[src/rtl/cadr_mux_arbiter.sv]
// Two-requester round-robin arbiter and sequencer for a shared 2:1 address/data mux bank
// feeding one memory port. Enforces break-before-make on the mux select.
module cadr_mux_arbiter #(
  parameter int unsigned SETUP_CYC = 1,
  parameter int unsigned TIMEOUT   = 15,
  parameter int unsigned TW        = 4
) (
  input  logic CLK,
  input  logic RESET_N,
  input  logic REQ_A,
  input  logic REQ_B,
  input  logic MEM_DONE,
  output logic ACK_A,
  output logic ACK_B,
  output logic ERR,
  output logic MUX_SEL,
  output logic MUX_ENB_N,
  output logic MEM_GO,
  output logic BUSY
);

  typedef enum logic [1:0] {
    IDLE,
    SETUP,
    ACCESS,
    RELEASE
  } state_t;

  localparam logic [TW-1:0] SETUP_LAST   = TW'(SETUP_CYC - 1);
  localparam logic [TW-1:0] TIMEOUT_LAST = TW'(TIMEOUT - 1);

  state_t        state, state_nxt;
  logic [TW-1:0] cnt, cnt_nxt;
  logic          last_b, last_b_nxt;
  logic          grant_b;
  logic          ack_a_nxt, ack_b_nxt, err_nxt;
  logic          sel_nxt, enb_n_nxt, go_nxt, busy_nxt;

  // On a tie B wins only when A was served last; a lone request wins outright.
  assign grant_b = REQ_B & (~REQ_A | ~last_b);

  always_comb begin
    state_nxt  = state;
    cnt_nxt    = cnt;
    last_b_nxt = last_b;
    sel_nxt    = MUX_SEL;
    enb_n_nxt  = MUX_ENB_N;
    busy_nxt   = BUSY;
    go_nxt     = 1'b0;
    ack_a_nxt  = 1'b0;
    ack_b_nxt  = 1'b0;
    err_nxt    = 1'b0;
    case (state)
      IDLE: begin
        enb_n_nxt = 1'b1;
        busy_nxt  = 1'b0;
        if (REQ_A || REQ_B) begin
          sel_nxt   = grant_b;
          enb_n_nxt = 1'b0;
          busy_nxt  = 1'b1;
          cnt_nxt   = '0;
          state_nxt = SETUP;
        end
      end
      SETUP: begin
        if (cnt == SETUP_LAST) begin
          go_nxt    = 1'b1;
          cnt_nxt   = '0;
          state_nxt = ACCESS;
        end else begin
          cnt_nxt = cnt + TW'(1);
        end
      end
      ACCESS: begin
        // MEM_DONE on the final timeout cycle still counts as a clean completion.
        if (MEM_DONE || (cnt == TIMEOUT_LAST)) begin
          ack_a_nxt = ~MUX_SEL;
          ack_b_nxt = MUX_SEL;
          err_nxt   = ~MEM_DONE;
          state_nxt = RELEASE;
        end else begin
          go_nxt  = 1'b1;
          cnt_nxt = cnt + TW'(1);
        end
      end
      RELEASE: begin
        enb_n_nxt  = 1'b1;
        busy_nxt   = 1'b0;
        last_b_nxt = MUX_SEL;
        state_nxt  = IDLE;
      end
      default: begin
        enb_n_nxt = 1'b1;
        busy_nxt  = 1'b0;
        state_nxt = IDLE;
      end
    endcase
  end

  always_ff @(posedge CLK or negedge RESET_N) begin
    if (!RESET_N) begin
      state     <= IDLE;
      cnt       <= '0;
      last_b    <= 1'b1;
      MUX_SEL   <= 1'b0;
      MUX_ENB_N <= 1'b1;
      MEM_GO    <= 1'b0;
      ACK_A     <= 1'b0;
      ACK_B     <= 1'b0;
      ERR       <= 1'b0;
      BUSY      <= 1'b0;
    end else begin
      state     <= state_nxt;
      cnt       <= cnt_nxt;
      last_b    <= last_b_nxt;
      MUX_SEL   <= sel_nxt;
      MUX_ENB_N <= enb_n_nxt;
      MEM_GO    <= go_nxt;
      ACK_A     <= ack_a_nxt;
      ACK_B     <= ack_b_nxt;
      ERR       <= err_nxt;
      BUSY      <= busy_nxt;
    end
  end

endmodule

[config.mk]
export PLATFORM = sky130hd
export DESIGN_NAME = cadr_mux_arbiter
export DESIGN_NICKNAME = d
export VERILOG_FILES = /design/src/rtl/cadr_mux_arbiter.sv
export SDC_FILE = /design/constraint.sdc
export NUM_CORES = 1
export LEC_CHECK = 0
export BUFFER_PORTS_ARGS = -buffer_cell sky130_fd_sc_hd__buf_2
export CORE_ASPECT_RATIO = 1.4
export CORE_UTILIZATION = 30
export CTS_CLUSTER_DIAMETER = 120
export DETAILED_ROUTE_END_ITERATION = 12
export HOLD_SLACK_MARGIN = 0.15
export MAX_ROUTING_LAYER = met4
export PLACE_DENSITY_LB_ADDON = 0.15
export SYNTH_ARGS = -nofsm -noshare
export SYNTH_HDL_FRONTEND = slang
export SYNTH_SLANG_ARGS = --single-unit
[constraint.sdc]
create_clock -name CLK -period 2.67 [get_ports CLK]
set_clock_uncertainty 0.2 [all_clocks]
set_input_delay 0.6675 -clock CLK [delete_from_list [all_inputs] [get_ports CLK]]
set_output_delay 0.6675 -clock CLK [all_outputs]
set_load 0.01 [all_outputs]
; ---- Word-level counts from Yosys, hierarchy flattened
; Cells that the tools add are included.
[word_totals]
reg_bits = 14
inputBits = 5
output_inout_bits = 7
wordCells = 55
[op_classes]
addsub = 1
n_eq_ne = 8
muxes = 21
bitwise_logic = 6
reduce_logical = 9
[ops]
columns = op, n
row1 = $mux W4, 3
row2 = $pmux W4 S3, 1
row3 = $mux W1, 10
row4 = $ne A2 B2 Y1 const B, 4
row5 = $pmux W2 S4, 1
row6 = $mux W2, 3
row7 = $pmux W1 S2, 3
row8 = $reduce_and A3 Y1, 2
row9 = $add A4 B1 Y4 const B, 1
row10 = $eq A2 B2 Y1 const B, 2
row11 = $eq A4 B4 Y1 const B, 1
row12 = $logic_not A4 Y1, 1
row13 = $not A1 Y1, 4
row14 = $reduce_bool A3 Y1, 1
row15 = $eq A2 B1 Y1 const B, 1
row16 = $logic_not A2 Y1, 1
row17 = $logic_or A1 B1 Y1, 2
row18 = $reduce_and A2 Y1, 1
row19 = $reduce_bool A2 Y1, 1
row20 = $and A1 B1 Y1, 1
row21 = $or A1 B1 Y1, 1

; ---- Longest topological paths before layout
; Gate-level depths: netlist of run 1.
[logic_depth]
depth_word = 4
mapped_depth = 6

; ---- Least setup slack after synthesis of run 1
; No wires, ideal clock.
[synth_timing]
path_kind = register to register
start = reg state[0]
end = reg cnt[0]
setup_ns = 0.130
t_arrival_ns = 1.519
t_required_ns = 2.340
path_slack_ns = 0.821
path_stages_with_launch = 7
n_path_buf = 0
period_less_slack_ns = 1.849
cell_sequence = dfrtp_1 > inv_1 > ha_1 > or4b_4 > o211a_2 > nand3_1 > o21ai_1
[synth_via]
elab_chain_cells = 3
[synth_rtl]
columns = item, line
row1 = "start, declared", 32  ; state_t state, state_nxt;
row2 = "start signal, assigned", 113  ; state <= state_nxt;
row3 = $eq A2 B2 Y1 (tied with other cells), 53  ; case (state)
row4 = $ne A2 B2 Y1 (no line) or $reduce_bool A3 Y1 (tied branches), n/a
row5 = $reduce_and A3 Y1 (no line), n/a
row6 = "end signal, assigned", 114  ; cnt <= cnt_nxt;
row7 = "end, declared", 33  ; logic [TW-1:0] cnt, cnt_nxt;
; Parallel ways exist; a longest one is shown, timed or not.
; A chain may end at the register's enable or synchronous reset.

; ---- Final worst setup path of run 1
; Same ends and word-level chain as after synthesis.

==> impl_results.md, run 1 <==
- Ys async rst share: 100%
- Main synth FF type: dfrtp_1
- Crit Path Max Fanout: 8
- Layout cells sized above 1: 34.1%
- Most common cell after layout, fill and taps aside: dfrtp_1
- Relative slew slack: 77.2%
- Crit path cell chain: inv_1, ha_1, or4b_4, o211a_2, nand3_1, o21ai_1
- Setup TNS: 0 ns
- Post-Syn Instances: 66
- Max Fclk: 506 MHz
- Reg clk slew, reported paths: 0.09 ns
- Status: finished clean
- Dominant cell type by area after synthesis: dfrtp_1
- Final hold violation count: 0
- Mapped Nets: 78
- Antenna violations before repair: 0
- Die area: 2710 sq um
- Synthesized area: about 750 sq um
- Met2 usage: slightly below 20%
- Synth Area in Simple Gates: 17.8%
- Area of the multi-input gates: 380 sq um
- Top cell type's share of synthesized area: ~40%
- CP Class: reg -> reg
- CTS tree: built
- Number of global-route vias before repair: 466
- Hold-critical path depth: 2
- Worst hold path endpoint: MUX_ENB_N$_DFFE_PN1P_
- Num CTS Buffers: 3
- Critical Path AT: 1.94 ns
- Final core occ: 37.5%
- Hold Crit Start: MUX_ENB_N$_DFFE_PN1P_
- Syn. warnings: 0
- # diodes: 0
- Clock root buffer: clkbuf_4
- Min Hold Slack: 0.277 ns
- Largest family of logic cells by synthesized area: compound AO/OA/AOI/OAI gates
- Endpoints failing setup: 0
- CP Launch Type: flop
- Register-to-Register Path Depth: 6
- Synth unique cells: 29
- RSZ-0062 raised after global routing: no
- Die width: 44.3 um
- Synth-to-layout area growth: 19.1%
- FF+latch area: 353 sq um
- First-pass GRT wire length: 2170 um
- Global routing usage on met3: 2.64%
- Rows: 21
- Slew Limit Fails: 0
- Worst Path Required: 2.63 ns
- H-tree levels: 1
- GRT Total Usage: 12.0%
- XOR/XNOR Fraction of Synth Area: 0%
- IR drop worst, VDD: 0.388 mV
- Post-synthesis adder-cell area fraction: a little under an eighth
- Max incr delay on CP: 0.53 ns
- Max-cap violations: 0
- P_leak: 0.000416 uW
- Worst Path Buf+Inv: 1
- Total Wirelength: ~1400 um
- EDFF count, synth: 0
- Largest net degree at the start of global routing: 15
- Compound-Gate Fraction of Synth Area: 18.1%
- Initial Util: a little under a third
- Worst hold path type: reg -> reg
- Global Route met1 Usage: a little over an eighth
- CTS Sinks: 14
- Final net count: between 90 and 100
- Crit path max-delay family: simple AND/OR/NAND/NOR gates
- Clk buf depth: 2
- Mux cell area share after synthesis: 3.00%
- Total gr overflow: 0
- Clock network latency to the later pin of the worst-skew pair: around 0.28 ns
- DR vias/cell: 4.54
- Chip height: between 60 and 70 um
- FF+latch count, synth: 14
- Critical Path Sink Type: flop
- PwrDens: 1030 nW/um^2
- Io pins: 12
- WL/cell: 11.9 um
- Crit path time final: approximately 2.0 ns
- Vias: 527
- Most frequent cells in the layout: 12 x dfrtp_1, 11 x buf_2, 7 x ha_1, 5 x inv_1
- R2R Setup Slk: 0.69 ns
- CORE AREA: approximately 2400 sq um
- First-pass iteration count of the detailed router: 6
- Synth Area per Inst: 11.4 sq um
- Post-DP HPWL: 1090 um
- DRC violation count after routing: 0
- R2R Path End: cnt[0]$_DFFE_PN0P_
- DRT antenna net count: 0
- Top post-synthesis cells by area: dfrtp_1 40%, ha_1 12%, dfstp_2 7.0%
- R2R Path Start: state[0]$_DFFE_PN0P_
- IO buf count: 11
- Setup Buffers After CTS: 0
- Cts repair resizes: 0
- 1st-iter DRT viols: 10
- Most Crowded Layer GR: met2
- Sequential-to-total area share from yosys stat: a little under half
- Worst-Margin Slew: ~0.34 ns
- Slowest stage cell on the critical path: or4b_4
- Gp weighted congestion: between 0.6 and 0.7
- Fillers: 252
- Fin crit share: about three quarters
## timing repair
action / 4_1_cts / 5_1_grt
hold endpoints to repair: 12 / 0
setup endpoints to repair: 0 / 0
hold buffers: 1 / 0
## final cells by class
type,instances,share of cell area [%]
clock buffer,4,4.05
inverter,5,2.09
multi-input combinational,47,42.5
sequential,14,39.4
tap,34,4.75
timing repair buffer,12,7.26
## metrics by stage
step           setup slack (ns)  std cells  instance area (sq um)  total power [uW]
2_1_floorplan             0.821         66                    752               669
3_3_place_gp              0.724        111                    850               777
3_5_place_dp              0.709        111                    850               778
4_1_cts                   0.692        116                    896               939
5_1_grt                   0.597        116                    896               998
6_report                  0.693        116                    896               923
## layer usage
layer	routed length, um	up-vias
li1	-	268
met1	591	243
met2	708	12
met3	41	4
met4	34	0
met5	0	-
## where the power goes
group | internal [uW] | switching [uW]
Sequential | 288 | 39.9
Clock | 83.0 | 71.9
Combinational | 207 | 232
Total | 579 | 344
## cell usage after synthesis (2+ instances only)
library cell,count
dfrtp_1,12
dfstp_2,2
ha_1,7
inv_1,5
mux2_2,2
nand2_1,3
nand2b_1,3
nand3_1,3
nor2_1,4
nor2b_1,2
o21ai_1,4
o2bb2ai_1,2
## registers in the layout (all words and copies together), names as in the netlist
name and flops:
BUSY 1, MUX_ENB_N 1, state 2, ACK_A 1, ACK_B 1, MEM_GO 1
last_b 1, cnt 4, ERR 1, MUX_SEL 1
## worst min-delay path, cell delays in order, from the launching register on
cell     delay (ns)
dfstp_2        0.38
inv_1          0.04
a21oi_1        0.06
## how the worst max path moves through the flow
stage,startpoint,endpoint,slack [ns],depth (start not counted)
after detailed placement,state[0]$_DFFE_PN0P_,cnt[3]$_DFFE_PN0P_,0.71,6
after CTS,state[0]$_DFFE_PN0P_,cnt[3]$_DFFE_PN0P_,0.69,6
after global routing,state[0]$_DFFE_PN0P_,cnt[0]$_DFFE_PN0P_,0.60,6
after floorplan,state[0]$_DFFE_PN0P_,cnt[0]$_DFFE_PN0P_,0.82,6
final,state[0]$_DFFE_PN0P_,cnt[0]$_DFFE_PN0P_,0.69,6
after global placement,MEM_DONE,cnt[2]$_DFFE_PN0P_,0.72,5
## kinds of logic after synthesis
kind of cell               Yosys count
DFF                                 14
AOI/OAI and AO/OA                   16
buffers and inverters                5
adders and majority gates            7
muxes                                2
and+or+nand+nor                     22
No activity file was read; power rests on OpenSTA's default activity.
==> run 2: changes to the inputs <==
--- a/config.mk
+++ b/config.mk
@@ -5,6 +5,7 @@
 export SDC_FILE = /design/constraint.sdc
 export NUM_CORES = 1
 export LEC_CHECK = 0
+export ABC_AREA = 1
 export BUFFER_PORTS_ARGS = -buffer_cell sky130_fd_sc_hd__buf_2
 export CORE_ASPECT_RATIO = 1.4
 export CORE_UTILIZATION = 30
==> constraint.sdc (replaced) <==
create_clock -name CLK -period 1.72 [get_ports CLK]
set_clock_uncertainty 0.2 [all_clocks]
set_input_delay 0.43 -clock CLK [delete_from_list [all_inputs] [get_ports CLK]]
set_output_delay 0.43 -clock CLK [all_outputs]
set_load 0.01 [all_outputs]
==> impl_results.md, run 2 <==
- Slowest stage cell on the critical path: dfrtp_1 (was or4b_4)
- Biggest register: cnt (unchanged)
- Slew Limit Fails: 0 (unchanged)
- Largest net degree at the start of global routing: 15 (unchanged)
- DRT antenna net count: 0 (unchanged)
- Most frequent cells in the layout: 24 x nand2_1, 13 x inv_1, 12 x dfrtp_1, 11 x buf_2 (was 12 x dfrtp_1, 11 x buf_2, 7 x ha_1, 5 x inv_1)
- R2R Setup Slk: 0.13 ns (was 0.69 ns)
- Critical Path AT: 1.56 ns (was 1.94 ns)
- CP Launch Type: flop (unchanged)
- Io pins: 12 (unchanged)
- Clk buf depth: 2 (unchanged)
- Layout cells sized above 1: 22.5% (was 34.1%)
- Layout Cells excl Fill: 145 (was 116)
- Dominant cell type by area after synthesis: dfrtp_1 (unchanged)
- Mapped Nets: 106 (was 78)
- Final hold violation count: 0 (unchanged)
- Cts repair resizes: 0 (unchanged)
- H-tree levels: 1 (unchanged)
- First-pass iteration count of the detailed router: 4 (was 6)
- Worst-Margin Slew: 0.320 ns (was 0.341 ns)
- Initial Util: 32.2% (was 31.4%)
- Synth unique cells: 18 (was 29)
- Num CTS Buffers: 3 (unchanged)
- R2R Path Start: state[1]$_DFFE_PN0P_ (was state[0]$_DFFE_PN0P_)
- Crit Path Max Fanout: 6 (was 8)
- Worst hold path type: in -> reg (was reg -> reg)
- R2R Path End: cnt[1]$_DFFE_PN0P_ (was cnt[0]$_DFFE_PN0P_)
- WL/cell: 10.8 um (was 11.9 um)
- # diodes: 0 (unchanged)
- Hold-critical path depth: 3 (was 2)
- RSZ-0062 raised after global routing: no (unchanged)
- Synth-to-layout area growth: 19.7% (was 19.1%)
- Max incr delay on CP: 0.41 ns (was 0.53 ns)
- Crit path max-delay family: flip-flops (was simple AND/OR/NAND/NOR gates)
- Vias: 635 (was 527)
- Most common cell in the netlist: nand2_1 (was dfrtp_1)
- Post-DP HPWL: 1210 um (was 1090 um)
- Antenna violations before repair: 0 (unchanged)
- CTS Sinks: 14 (unchanged)
- WL met2: 851 um (was 708 um)
- Chip height: 62.3 um (was 61.2 um)
- Design area: 933 sq um (was 896 sq um)
- Die width: 45.1 um (was 44.3 um)
- Number of global-route vias before repair: 663 (was 466)
- Die area: 2810 sq um (was 2710 sq um)
- Syn. warnings: 0 (unchanged)
- P_leak: 0.000512 uW (was 0.000416 uW)
- Endpoints failing setup: 0 (unchanged)
- IO buf count: 11 (unchanged)
- Final net count: 124 (was 95)
- Register-to-Register Path Depth: 6 (unchanged)
- Clock network latency to the later pin of the worst-skew pair: 0.28 ns (about the same)
- Max Fclk: 630 MHz (was 506 MHz)
- 1st-iter DRT viols: 20 (was 10)
- Critical Path Sink Type: flop (unchanged)
- Most common cell after layout, fill and taps aside: nand2_1 (was dfrtp_1)
- Synth cell count leaders: 24 x nand2_1, 13 x inv_1, 12 x dfrtp_1, 8 x nand3_1, 8 x nor2_1 (was 12 x dfrtp_1, 7 x ha_1, 5 x inv_1, 4 x nor2_1, 4 x o21ai_1)
- Worst setup path end: cnt[1]$_DFFE_PN0P_ (was cnt[0]$_DFFE_PN0P_)
- Max-cap violations: 0 (unchanged)
- Flip-flop count of the largest register after layout: 4 (unchanged)
- Crit path cell chain: inv_1, ha_1, a21oi_1, nand2_4, nand2_1, o21ai_0 (was inv_1, ha_1, or4b_4, o211a_2, nand3_1, o21ai_1)
- Clock root buffer: clkbuf_4 (unchanged)
- Synthesized area: 779 sq um (was 752 sq um)
- Top cell type's share of synthesized area: 38.5% (was 39.9%)
- Worst Path Buf+Inv: 1 (unchanged)
- DR vias/cell: 4.38 (was 4.54)
- DR WL met3: 35 um (was 41 um)
- DP Cell Count: 139 (was 111)
- Total Wirelength: 1570 um (was 1380 um)
- CP startpoint: state[1]$_DFFE_PN0P_ (was state[0]$_DFFE_PN0P_)
- Sequential-to-total area share from yosys stat: 45.3% (was 46.9%)
- Synth Area per Inst: 8.29 sq um (was 11.4 sq um)
- CTS tree: built (unchanged)
- CP Class: reg -> reg (unchanged)
- Instance count on the critical path: 6 (unchanged)
- M1 WL: 647 um (was 591 um)
- First-pass GRT wire length: 2860 um (was 2170 um)
- Total gr overflow: 0 (unchanged)
- Status: finished clean (unchanged)
- Setup Buffers After CTS: 0 (unchanged)
- IR drop worst, VDD: 0.962 mV (was 0.388 mV)
- Biggest regs: cnt x4, state x2 (unchanged)
- CORE AREA: 2420 sq um (was 2390 sq um)
- GRT Total Usage: 14.4% (was 12.0%)
- Max layer used: met4 (unchanged)
- Main synth FF type: dfrtp_1 (unchanged)
- PwrDens: 1510 nW/um^2 (was 1030 nW/um^2)
- Crit path time final: 1.59 ns (was 1.98 ns)
- Rows: 21 (unchanged)
- Post-placement cell area: 877 sq um (was 850 sq um)
- Worst Path Required: 1.69 ns (was 2.63 ns)
- Post-Syn Instances: 94 (was 66)
- Relative slew slack: 78.7% (was 77.2%)
- Setup TNS: 0 ns (unchanged)
- Top post-synthesis cells by area: dfrtp_1 39%, nand2_1 12%, ha_1 11% (was dfrtp_1 40%, ha_1 12%, dfstp_2 7.0%)
- DRC violation count after routing: 0 (unchanged)
- Gp weighted congestion: 0.689 (was 0.699)
- Reg clk slew, reported paths: 0.08 ns (was 0.09 ns)
- FF+latch count, synth: 14 (unchanged)
- Ys async rst share: 100% (unchanged)
- Fin crit share: 92.3% (was 74.0%)
- EDFF count, synth: 0 (unchanged)
==> run 2: metrics by stage <==
step / total power (uW) / setup slack, ns / hold slack [ns] / util (%)
6_report: 1410 / 0.132 / 0.208 / 38.6
5_1_grt: 1570 / 0.000254 / 0.235 / 38.6
4_1_cts: 1430 / 0.116 / 0.209 / 38.6
3_5_place_dp: 1190 / 0.133 / 0.153 / 36.3
3_3_place_gp: 1190 / 0.143 / 0.153 / 36.3
2_1_floorplan: 1010 / 0.260 / -0.0656 / -
==> run 2: worst min-delay path by stage <==
stage / startpoint / endpoint / slack (ns)
finish: REQ_B / MUX_SEL$_DFFE_PN0P_ / 0.21
global route: REQ_B / MUX_SEL$_DFFE_PN0P_ / 0.24
CTS: REQ_B / MUX_SEL$_DFFE_PN0P_ / 0.21
detailed placement: RESET_N / cnt[2]$_DFFE_PN0P_ / 0.15
global placement: RESET_N / cnt[2]$_DFFE_PN0P_ / 0.15
floorplan: RESET_N / ACK_A$_DFF_PN0_ / -0.07
==> run 2: final cells by class <==
class | count | area [sq um]
Fill cell | 267 | 1480
Multi-Input combinational cell | 67 | 378
Tap cell | 34 | 42.5
Sequential cell | 14 | 353
Timing Repair Buffer | 13 | 75.1
Clock buffer | 4 | 36.3
Inverter | 13 | 48.8
==> run 2: repair_timing <==
item / CTS / global route
setup endpoints to repair: 0 / 0
hold buffers: 2 / 0
hold endpoints to repair: 15 / 0
==> run 2: logic make-up (layout without fill, tap and decap cells) <==
family	Yosys count	after routing	share of synthesized area [%]
compound gates	10	10	7.22
fa+ha+maj	7	7	11.2
buf+inv	13	30	6.26
flops	14	14	45.3
simple gates	50	50	30.0
==> run 2: per-layer routing <==
metal / track usage, % / vias up
li1: - / 330
met1: 15.8 / 293
met2: 23.6 / 8
met3: 2.62 / 4
met4: 7.95 / 0
met5: - / -
==> run 2: report_power, final <==
part / internal, uW / leakage (uW) / switching, uW
Combinational: 247 / 0.000312 / 411
Sequential: 447 / 0.000179 / 71.4
Clock: 129 / 0.0000210 / 108
==> run 2: worst reg2reg max path: cells and delay by family, from the launching register on <==
kind / cells / cell delay, ns
buf+inv: 1 / 0.08
simple gates: 2 / 0.17
compound gates: 2 / 0.38
flops: 1 / 0.41
fa+ha+maj: 1 / 0.24
==> run 3: changes to the inputs <==
--- a/config.mk
+++ b/config.mk
@@ -8,7 +8,7 @@
 export ABC_AREA = 1
 export BUFFER_PORTS_ARGS = -buffer_cell sky130_fd_sc_hd__buf_2
 export CORE_ASPECT_RATIO = 1.4
-export CORE_UTILIZATION = 30
+export CORE_UTILIZATION = 40
 export CTS_CLUSTER_DIAMETER = 120
 export DETAILED_ROUTE_END_ITERATION = 12
 export HOLD_SLACK_MARGIN = 0.15
==> impl_results.md, run 3 (synthesis results as in run 2) <==
- Final net count: 124 (unchanged)
- Critical Path AT: 1.59 ns (was 1.56 ns)
- First-pass GRT wire length: 2440 um (was 2860 um)
- Final core occ: 50.8% (was 38.6%)
- 1st-iter DRT viols: 8 (was 20)
- # diodes: 0 (unchanged)
- Cts repair resizes: 0 (unchanged)
- Crit path cell chain: inv_1, ha_1, a21oi_1, nand2_4, nand2_1, o21ai_0 (unchanged)
- Chip height: 54.2 um (was 62.3 um)
- IO buf count: 11 (unchanged)
- Worst Path Required: 1.69 ns (about the same)
- CP startpoint: state[1]$_DFFE_PN0P_ (unchanged)
- Flip-flop count of the largest register after layout: 4 (unchanged)
- Synth-to-layout area growth: 17.5% (was 19.7%)
- Vias: 618 (was 635)
- Final hold violation count: 0 (unchanged)
- GRT Total Usage: 17.7% (was 14.4%)
- PwrDens: 1540 nW/um^2 (was 1510 nW/um^2)
- Relative slew slack: 78.8% (was 78.7%)
- Status: finished clean (unchanged)
- Post-DP HPWL: 1120 um (was 1210 um)
- RSZ-0062 raised after global routing: no (unchanged)
- Worst Path Buf+Inv: 1 (unchanged)
- CP Class: reg -> reg (unchanged)
- Clock root buffer: clkbuf_4 (unchanged)
- Crit path time final: 1.62 ns (was 1.59 ns)
- Clock network latency to the later pin of the worst-skew pair: 0.28 ns (about the same)
- Worst hold path type: in -> reg (unchanged)
- CTS Sinks: 14 (unchanged)
- Die width: 39.3 um (was 45.1 um)
- Area of the multi-input gates: 378 sq um (unchanged)
- Initial Util: 43.3% (was 32.2%)
- Setup TNS: 0 ns (unchanged)
- First-pass iteration count of the detailed router: 4 (unchanged)
- Max-cap violations: 0 (unchanged)
- R2R Path Start: state[1]$_DFFE_PN0P_ (unchanged)
- Worst-Margin Slew: 0.318 ns (was 0.320 ns)
- Critical Path Sink Type: flop (unchanged)
- Gp weighted congestion: 0.758 (was 0.689)
- IR drop worst, VDD: 0.898 mV (was 0.962 mV)
- Max Fclk: 618 MHz (was 630 MHz)
- Max incr delay on CP: 0.42 ns (was 0.41 ns)
- Min Hold Slack: 0.212 ns (was 0.208 ns)
- FF+latch area: 353 sq um (unchanged)
- H-tree levels: 1 (unchanged)
- Crit path max-delay family: flip-flops (unchanged)
- Num CTS Buffers: 3 (unchanged)
- Slew Limit Fails: 0 (unchanged)
- Slowest stage cell on the critical path: dfrtp_1 (unchanged)
- Number of global-route vias before repair: 586 (was 663)
- Biggest register: cnt (unchanged)
- P_leak: 0.000512 uW (unchanged)
- Fillers: 184 (was 267)
- Crit Path Max Fanout: 6 (unchanged)
- Rows: 18 (was 21)
- Layout cells sized above 1: 22.5% (unchanged)
- Io pins: 12 (unchanged)
- Total gr overflow: 0 (unchanged)
- CP Launch Type: flop (unchanged)
- CORE AREA: 1800 sq um (was 2420 sq um)
- Die area: 2130 sq um (was 2810 sq um)
- DR vias/cell: 4.72 (was 4.38)
- DRT antenna net count: 0 (unchanged)
- Antenna violations before repair: 0 (unchanged)
- Reg clk slew, reported paths: 0.09 ns (was 0.08 ns)
- Most frequent cells in the layout: 24 x nand2_1, 13 x inv_1, 12 x dfrtp_1, 11 x buf_2 (unchanged)
- Biggest regs: cnt x4, state x2 (unchanged)
- CTS tree: built (unchanged)
- Largest net degree at the start of global routing: 15 (unchanged)
- Total Wirelength: 1460 um (was 1570 um)
- Most common cell after layout, fill and taps aside: nand2_1 (unchanged)
- Hold Crit Start: REQ_B (unchanged)
- DRC violation count after routing: 0 (unchanged)
- Fin crit share: 94.1% (was 92.3%)
- WL/cell: 11.1 um (was 10.8 um)
- Endpoints failing setup: 0 (unchanged)
- Clk buf depth: 2 (unchanged)
run 3: cell counts in the layout (fill, tap and decap cells not counted):
No cell type changed its count.
run 3: power breakdown:
| part | internal [uW] | switching, uW | leakage [uW] |
|---|---|---|---|
| Combinational | 247 | 401 | 0.000312 |
| Sequential | 447 | 71.6 | 0.000179 |
| Clock | 129 | 112 | 0.0000210 |
run 3: what timing repair did:
item                                   in CTS  in global routing
setup buffers                               0                  0
endpoints found under the hold margin      15                  0
hold buffers                                2                  0
run 3: worst register-to-register path, delay by kind of cell (launching register included):
family | cells | cell delay [ns]
AOI/OAI and AO/OA | 2 | 0.39
DFF | 1 | 0.42
buffers and inverters | 1 | 0.08
and+or+nand+nor | 2 | 0.17
adders and majority gates | 1 | 0.24
run 3: worst paths after layout:
path,to,slack [ns],cells past startpoint
worst max-delay path,cnt[1]$_DFFE_PN0P_,0.10,6
worst min-delay path,MUX_SEL$_DFFE_PN0P_,0.21,3
worst max register to register,cnt[1]$_DFFE_PN0P_,0.10,6
worst min register to register,ACK_A$_DFF_PN0_,0.28,1
max in group asynchronous,last_b$_DFFE_PN1P_,0.67,2
min in group asynchronous,ACK_A$_DFF_PN0_,0.36,2
run 3: per-stage QoR:
step	instance area, sq um	total power [uW]	cells	worst slack, ns
6_report	916	1410	131	0.102
5_1_grt	916	1540	131	0.00255
4_1_cts	916	1430	131	0.108
3_5_place_dp	860	1180	125	0.134
3_3_place_gp	860	1170	125	0.159
2_1_floorplan	779	1010	94	0.260
run 3: per-layer routing:
metal  wire [um]  vias to the layer above  GRT usage (%)  part of all wire, %
li1            -                      327              -                    -
met1         645                      279           19.2                   44
met2         739                        7           30.0                   51
met3          38                        5           3.66                  2.6
met4          34                        0           8.62                  2.3
met5           0                        -              -                    0
run 3: area by class of cell:
cell class	instances	area share (%)
tap	20	2.73
clock buffer	4	3.96
multi-input combinational	67	41.3
inverter	13	5.33
timing repair buffer	13	8.20
sequential	14	38.5
